## src/rtl/bcd_result_converter.sv

```systemverilog
// Sequential binary-to-BCD converter for the lab ALU result.
// Captures a WIDTH-bit result (unsigned or two's complement), converts its
// magnitude by shift-and-add-3, one bit per clock, and presents the packed
// digits, a sign flag and a leading-zero blanking mask to the display driver.
module bcd_result_converter #(
  parameter int WIDTH  = 16,
  parameter int DIGITS = 5
) (
  input  logic                  clk,
  input  logic                  rst,
  input  logic                  start,
  input  logic [WIDTH-1:0]      value,
  input  logic                  in_signed,
  output logic                  busy,
  output logic                  done,
  output logic [4*DIGITS-1:0]   bcd,
  output logic                  neg,
  output logic [DIGITS-1:0]     digit_en
);

  localparam int CW = $clog2(WIDTH) + 1;

  typedef enum logic [0:0] {
    S_IDLE  = 1'b0,
    S_SHIFT = 1'b1
  } state_t;

  state_t              state_q, state_d;
  logic [CW-1:0]       cnt_q, cnt_d;
  logic [4*DIGITS-1:0] scratch_q, scratch_d;
  logic [WIDTH-1:0]    mag_q, mag_d;
  logic                sign_q, sign_d;
  logic                busy_q, busy_d;
  logic                done_q, done_d;
  logic [4*DIGITS-1:0] bcd_q, bcd_d;
  logic                neg_q, neg_d;
  logic [DIGITS-1:0]   digit_en_q, digit_en_d;

  // Add 3 to every nibble that is 5 or more, so the following shift carries
  // correctly into the next decimal digit.
  function automatic logic [4*DIGITS-1:0] adjust(input logic [4*DIGITS-1:0] scr);
    logic [4*DIGITS-1:0] r;
    for (int i = 0; i < DIGITS; i++) begin
      r[4*i +: 4] = (scr[4*i +: 4] >= 4'd5) ? (scr[4*i +: 4] + 4'd3) : scr[4*i +: 4];
    end
    return r;
  endfunction

  // Digit i is enabled when it or any more significant digit is nonzero;
  // the units digit is always enabled so a zero result still shows "0".
  function automatic logic [DIGITS-1:0] lead_mask(input logic [4*DIGITS-1:0] d);
    logic [DIGITS-1:0] m;
    logic              seen;
    seen = 1'b0;
    for (int i = DIGITS - 1; i >= 0; i--) begin
      seen = seen | (d[4*i +: 4] != 4'd0);
      m[i] = seen;
    end
    m[0] = 1'b1;
    return m;
  endfunction

  // Next-state and next-output computation for the IDLE/SHIFT sequencer.
  always_comb begin
    state_d    = state_q;
    cnt_d      = cnt_q;
    scratch_d  = scratch_q;
    mag_d      = mag_q;
    sign_d     = sign_q;
    busy_d     = busy_q;
    done_d     = 1'b0;
    bcd_d      = bcd_q;
    neg_d      = neg_q;
    digit_en_d = digit_en_q;
    case (state_q)
      S_IDLE: begin
        if (start) begin
          // Negative zero cannot occur: value 0 has a clear sign bit.
          sign_d    = in_signed & value[WIDTH-1];
          mag_d     = (in_signed && value[WIDTH-1]) ? (~value + WIDTH'(1)) : value;
          scratch_d = '0;
          cnt_d     = '0;
          busy_d    = 1'b1;
          state_d   = S_SHIFT;
        end else begin
          busy_d  = 1'b0;
          state_d = S_IDLE;
        end
      end
      S_SHIFT: begin
        {scratch_d, mag_d} = {adjust(scratch_q), mag_q} << 1;
        cnt_d = cnt_q + CW'(1);
        if (cnt_q == CW'(WIDTH - 1)) begin
          bcd_d      = scratch_d;
          neg_d      = sign_q;
          digit_en_d = lead_mask(scratch_d);
          done_d     = 1'b1;
          busy_d     = 1'b0;
          state_d    = S_IDLE;
        end else begin
          busy_d  = 1'b1;
          state_d = S_SHIFT;
        end
      end
      default: begin
        busy_d  = 1'b0;
        state_d = S_IDLE;
      end
    endcase
  end

  // State and output registers; reset aborts any conversion immediately.
  always_ff @(posedge clk or posedge rst) begin
    if (rst) begin
      state_q    <= S_IDLE;
      cnt_q      <= '0;
      scratch_q  <= '0;
      mag_q      <= '0;
      sign_q     <= 1'b0;
      busy_q     <= 1'b0;
      done_q     <= 1'b0;
      bcd_q      <= '0;
      neg_q      <= 1'b0;
      digit_en_q <= '0;
    end else begin
      state_q    <= state_d;
      cnt_q      <= cnt_d;
      scratch_q  <= scratch_d;
      mag_q      <= mag_d;
      sign_q     <= sign_d;
      busy_q     <= busy_d;
      done_q     <= done_d;
      bcd_q      <= bcd_d;
      neg_q      <= neg_d;
      digit_en_q <= digit_en_d;
    end
  end

  assign busy     = busy_q;
  assign done     = done_q;
  assign bcd      = bcd_q;
  assign neg      = neg_q;
  assign digit_en = digit_en_q;

endmodule

```

## config.mk

```make
export PLATFORM = sky130hd
export DESIGN_NAME = bcd_result_converter
export DESIGN_NICKNAME = d
export VERILOG_FILES = /design/src/rtl/bcd_result_converter.sv
export SDC_FILE = /design/constraint.sdc
export NUM_CORES = 1
export LEC_CHECK = 0
export ABC_AREA = 1
export CORE_UTILIZATION = 55
export DETAILED_ROUTE_END_ITERATION = 10
export GPL_TIMING_DRIVEN = 0
export PLACE_DENSITY = 0.79
export SLEW_MARGIN = 25
export SYNTH_ARGS = -nofsm -noshare
export SYNTH_HDL_FRONTEND = slang
export SYNTH_SLANG_ARGS = --single-unit
```

## constraint.sdc

```tcl
create_clock -name clk -period 3.2 [get_ports clk]
set_input_delay 0.64 -clock clk [delete_from_list [all_inputs] [get_ports clk]]
set_output_delay 0.64 -clock clk [all_outputs]
set_load 0.005 [all_outputs]
```

==> flow_summary.json <==
{
  "synthArstFlopShare": 1.00,
  "worst_setup_hold_path_clk_slew_ns": 0.07,
  "timing.critical_path.from_type": "register",
  "detail_route.iter0.violations": 166,
  "setup_viol": 0,
  "finalHoldViolations": 0,
  "final_core_utilization": 0.688,
  "cts_buffers": 9,
  "final_area_um2": 4350,
  "num_antenna_cells": 0,
  "final.min_clock_period_ns": 1.97,
  "critical_path.cell_chain": "ha_1 > and3_1 > ha_1 > nand2_1 > clkbuf_1 > buf_2 > nand2_1 > o21ai_0",
  "post-route-drc-count": 0,
  "yosysSeqAreaShare": 0.487,
  "tightest_slew_ns": 0.498,
  "num_io_pins": 48,
  "dp_hpwl_mm": 5.58,
  "cp.arrival_ns": 2.23,
  "cpPeakStageDelay_ns": 0.41,
  "cp_max_fo": 10,
  "row_count": 29,
  "initial_core_util": 0.569,
  "post-place-ws_ns": 0.927,
  "layout_setup_ws_ns": 1.23,
  "power_after_layout_mw": 3.96,
  "whs_path_depth": 2,
  "die_area_um2": 6860,
  "via_count": 3053,
  "die-height_um": 82.8,
  "clock_latency_ns": 0.34,
  "cp-startpoint": "cnt_q[0]$_DFFE_PP0P_",
  "cts-htree-levels": 3,
  "finalWirelength_mm": 7.42,
  "final-max-slew-violation-count": 0,
  "grt_pass1_wl_mm": 13.1,
  "grt_pass1_vias": 2954,
  "overflow": 0,
  "timing.critical_path.to_type": "register",
  "worst_hold_path.endpoint": "bcd[16]$_DFFE_PP0P_",
  "hold_buf_count_cts": 0,
  "max_cap_viol_count": 0,
  "gp_congestion": 0.809,
  "synthDominantCellAreaShare": 0.487,
  "hold_path.class": "reg -> reg",
  "vdd_drop_max_uv": 533,
  "finalNonFillerCells": 566,
  "grtUsageTotal": 0.238,
  "avgSynthCellArea_um2": 8.42,
  "grt_max_degree": 49,
  "placedCellCount": 552,
  "cts-root-buf": "clkbuf_8",
  "post_drt_wl_per_cell_um": 13.1,
  "tritoncts": "yes",
  "finClkSkew_ns": 0.00722,
  "synth_area_leaders": "dfrtp_1 49%, nand2_1 10%, inv_1 4.9%",
  "synth-edff-count": 0,
  "nFillCells": 536,
  "place_area_um2": 4190,
  "cts_max_path_buffers": 2,
  "synthMostInstantiatedCell": "nand2_1",
  "numClockSinks": 70,
  "worstRegToRegCells": 8,
  "nNetsFinal": 519,
  "leakagePower_nw": 2.06,
  "cts_setup_buffers": 0,
  "core_area_um2": 6310,
  "antenna_violations_before_repair": 0,
  "post_synthesis_register_bit_count": 70,
  "regToRegEndpoint": "bcd[1]$_DFFE_PP0P_",
  "synthesis.nets": 460,
  "synth_cell_types": 35,
  "yosys_warnings": 0,
  "r2r_start": "cnt_q[0]$_DFFE_PP0P_",
  "layout_worst_path_cycle_share": 0.617,
  "final_layout_size_suffix_gt1_frac": 0.0900,
  "worst_slew_margin_rel": 0.668,
  "dr.pass1.iters": 4,
  "areaGrowthSynthToFinish_pct": 20.9,
  "route.antenna.remaining_nets": 0,
  "worst_path_max_delay_cell": "dfrtp_1",
  "postSynthCellCount": 427,
  "post_cts.resized_instances": 0,
  "min_from": "bcd[16]$_DFFE_PP0P_",
  "ff2ff_setup_slack_ns": 1.23,
  "dominantRegCellSynth": "dfrtp_1",
  "cp.required_ns": 3.45,
  "die-width_um": 82.8,
  "run_status": "finished clean",
  "power_density_nw_per_um2": 910,
  "grt_setup_unrepaired": "no",
  "critPathKind": "reg -> reg",
  "synthesis.area_um2": 3590,
  "maxClockFrequency_mhz": 507,
  "io_buffer_count": 47,
  "post-synth-top-area-cell": "dfrtp_1",
  "vias_per_cell": 5.39,
  "synth_common_cells": "99 x nand2_1, 70 x dfrtp_1, 47 x inv_1"
}
==> metal layers <==
metal	wire (um)	track usage	vias up
met1	3280	0.305	1428
met5	0	0	-
met2	3730	0.407	78
li1	-	-	1537
met3	284	0.0378	10
met4	116	0.0925	0
==> how the worst max path moves through the flow <==
stage                                        to  cells after the start
after floorplan              bcd[0]$_DFFE_PP0P_                      1
after global placement      bcd[16]$_DFFE_PP0P_                      2
after detailed placement  mag_q[12]$_DFFE_PP0P_                      8
after CTS                    bcd[1]$_DFFE_PP0P_                      8
after global routing         bcd[0]$_DFFE_PP0P_                      8
final                        bcd[1]$_DFFE_PP0P_                      8
==> state kept, by name, summed over array words and instances (netlist names) <==
signal     flops
bcd           20
scratch_q     20
mag_q         16
cnt_q          5
digit_en       5
busy           1
done           1
neg            1
sign_q         1
==> cell families after synthesis <==
family                     synth area share
DFF                                   0.487
xor gates and xnor gates             0.0191
adders and majority gates            0.0452
and+or+nand+nor                       0.232
buffers and inverters                0.0717
AOI/OAI and AO/OA                     0.145
==> layout make-up <==
cell class | count | area, um^2 | area share
plain buffers | 14 | 70.1 | 0.0161
clock buffers | 12 | 145 | 0.0334
clock inverters | 2 | 10.0 | 0.00230
inverters | 50 | 190 | 0.0438
multi-input cells | 293 | 1590 | 0.365
flip-flops and latches | 70 | 1750 | 0.403
well taps | 77 | 96.3 | 0.0222
repair buffers | 48 | 498 | 0.115
==> power breakdown <==
part | internal [mW] | switching, mW | total, mW
logic | 0.813 | 1.04 | 1.85
registers | 1.28 | 0.235 | 1.51
clock network | 0.292 | 0.299 | 0.591
total | 2.38 | 1.57 | 3.96
==> layout by cell type (no fill, tap or decap), types with 2 or more instances in the layout <==
master	instances
clkbuf_8	10
nand3_2	2
a22oi_1	8
o21ai_1	9
clkdlybuf4s50_1	47
buf_2	5
a21oi_1	11
nor2_1	28
xor2_1	6
o22ai_1	20
ha_1	13
nand3_1	22
nand2_2	7
nor2_4	2
o21ai_0	35
nor3_4	2
or2_2	2
dfrtp_1	70
clkbuf_1	9
nor3_1	2
nand4_1	8
nor2_2	4
o211ai_1	5
inv_1	46
nand2_1	99
clkinv_2	2
inv_2	2
==> stage by stage <==
step / hold WS (ns) / TNS [ns]
2_1_floorplan: 0.442 / 0
3_3_place_gp: 0.464 / -20.65
3_5_place_dp: 0.472 / 0
4_1_cts: 0.488 / 0
5_1_grt: 0.515 / 0
6_report: 0.481 / 0
==> worst max-delay path, delay by kind of cell (launching register included) <==
family / cells / cell delay (ns)
AO/OA/AOI/OAI: 1 / 0.08
adder cells (fa/ha/maj): 2 / 0.39
buffers and inverters: 2 / 0.65
flip-flops: 1 / 0.41
AND/OR/NAND/NOR: 3 / 0.35
(Power assumes the default switching activity.)
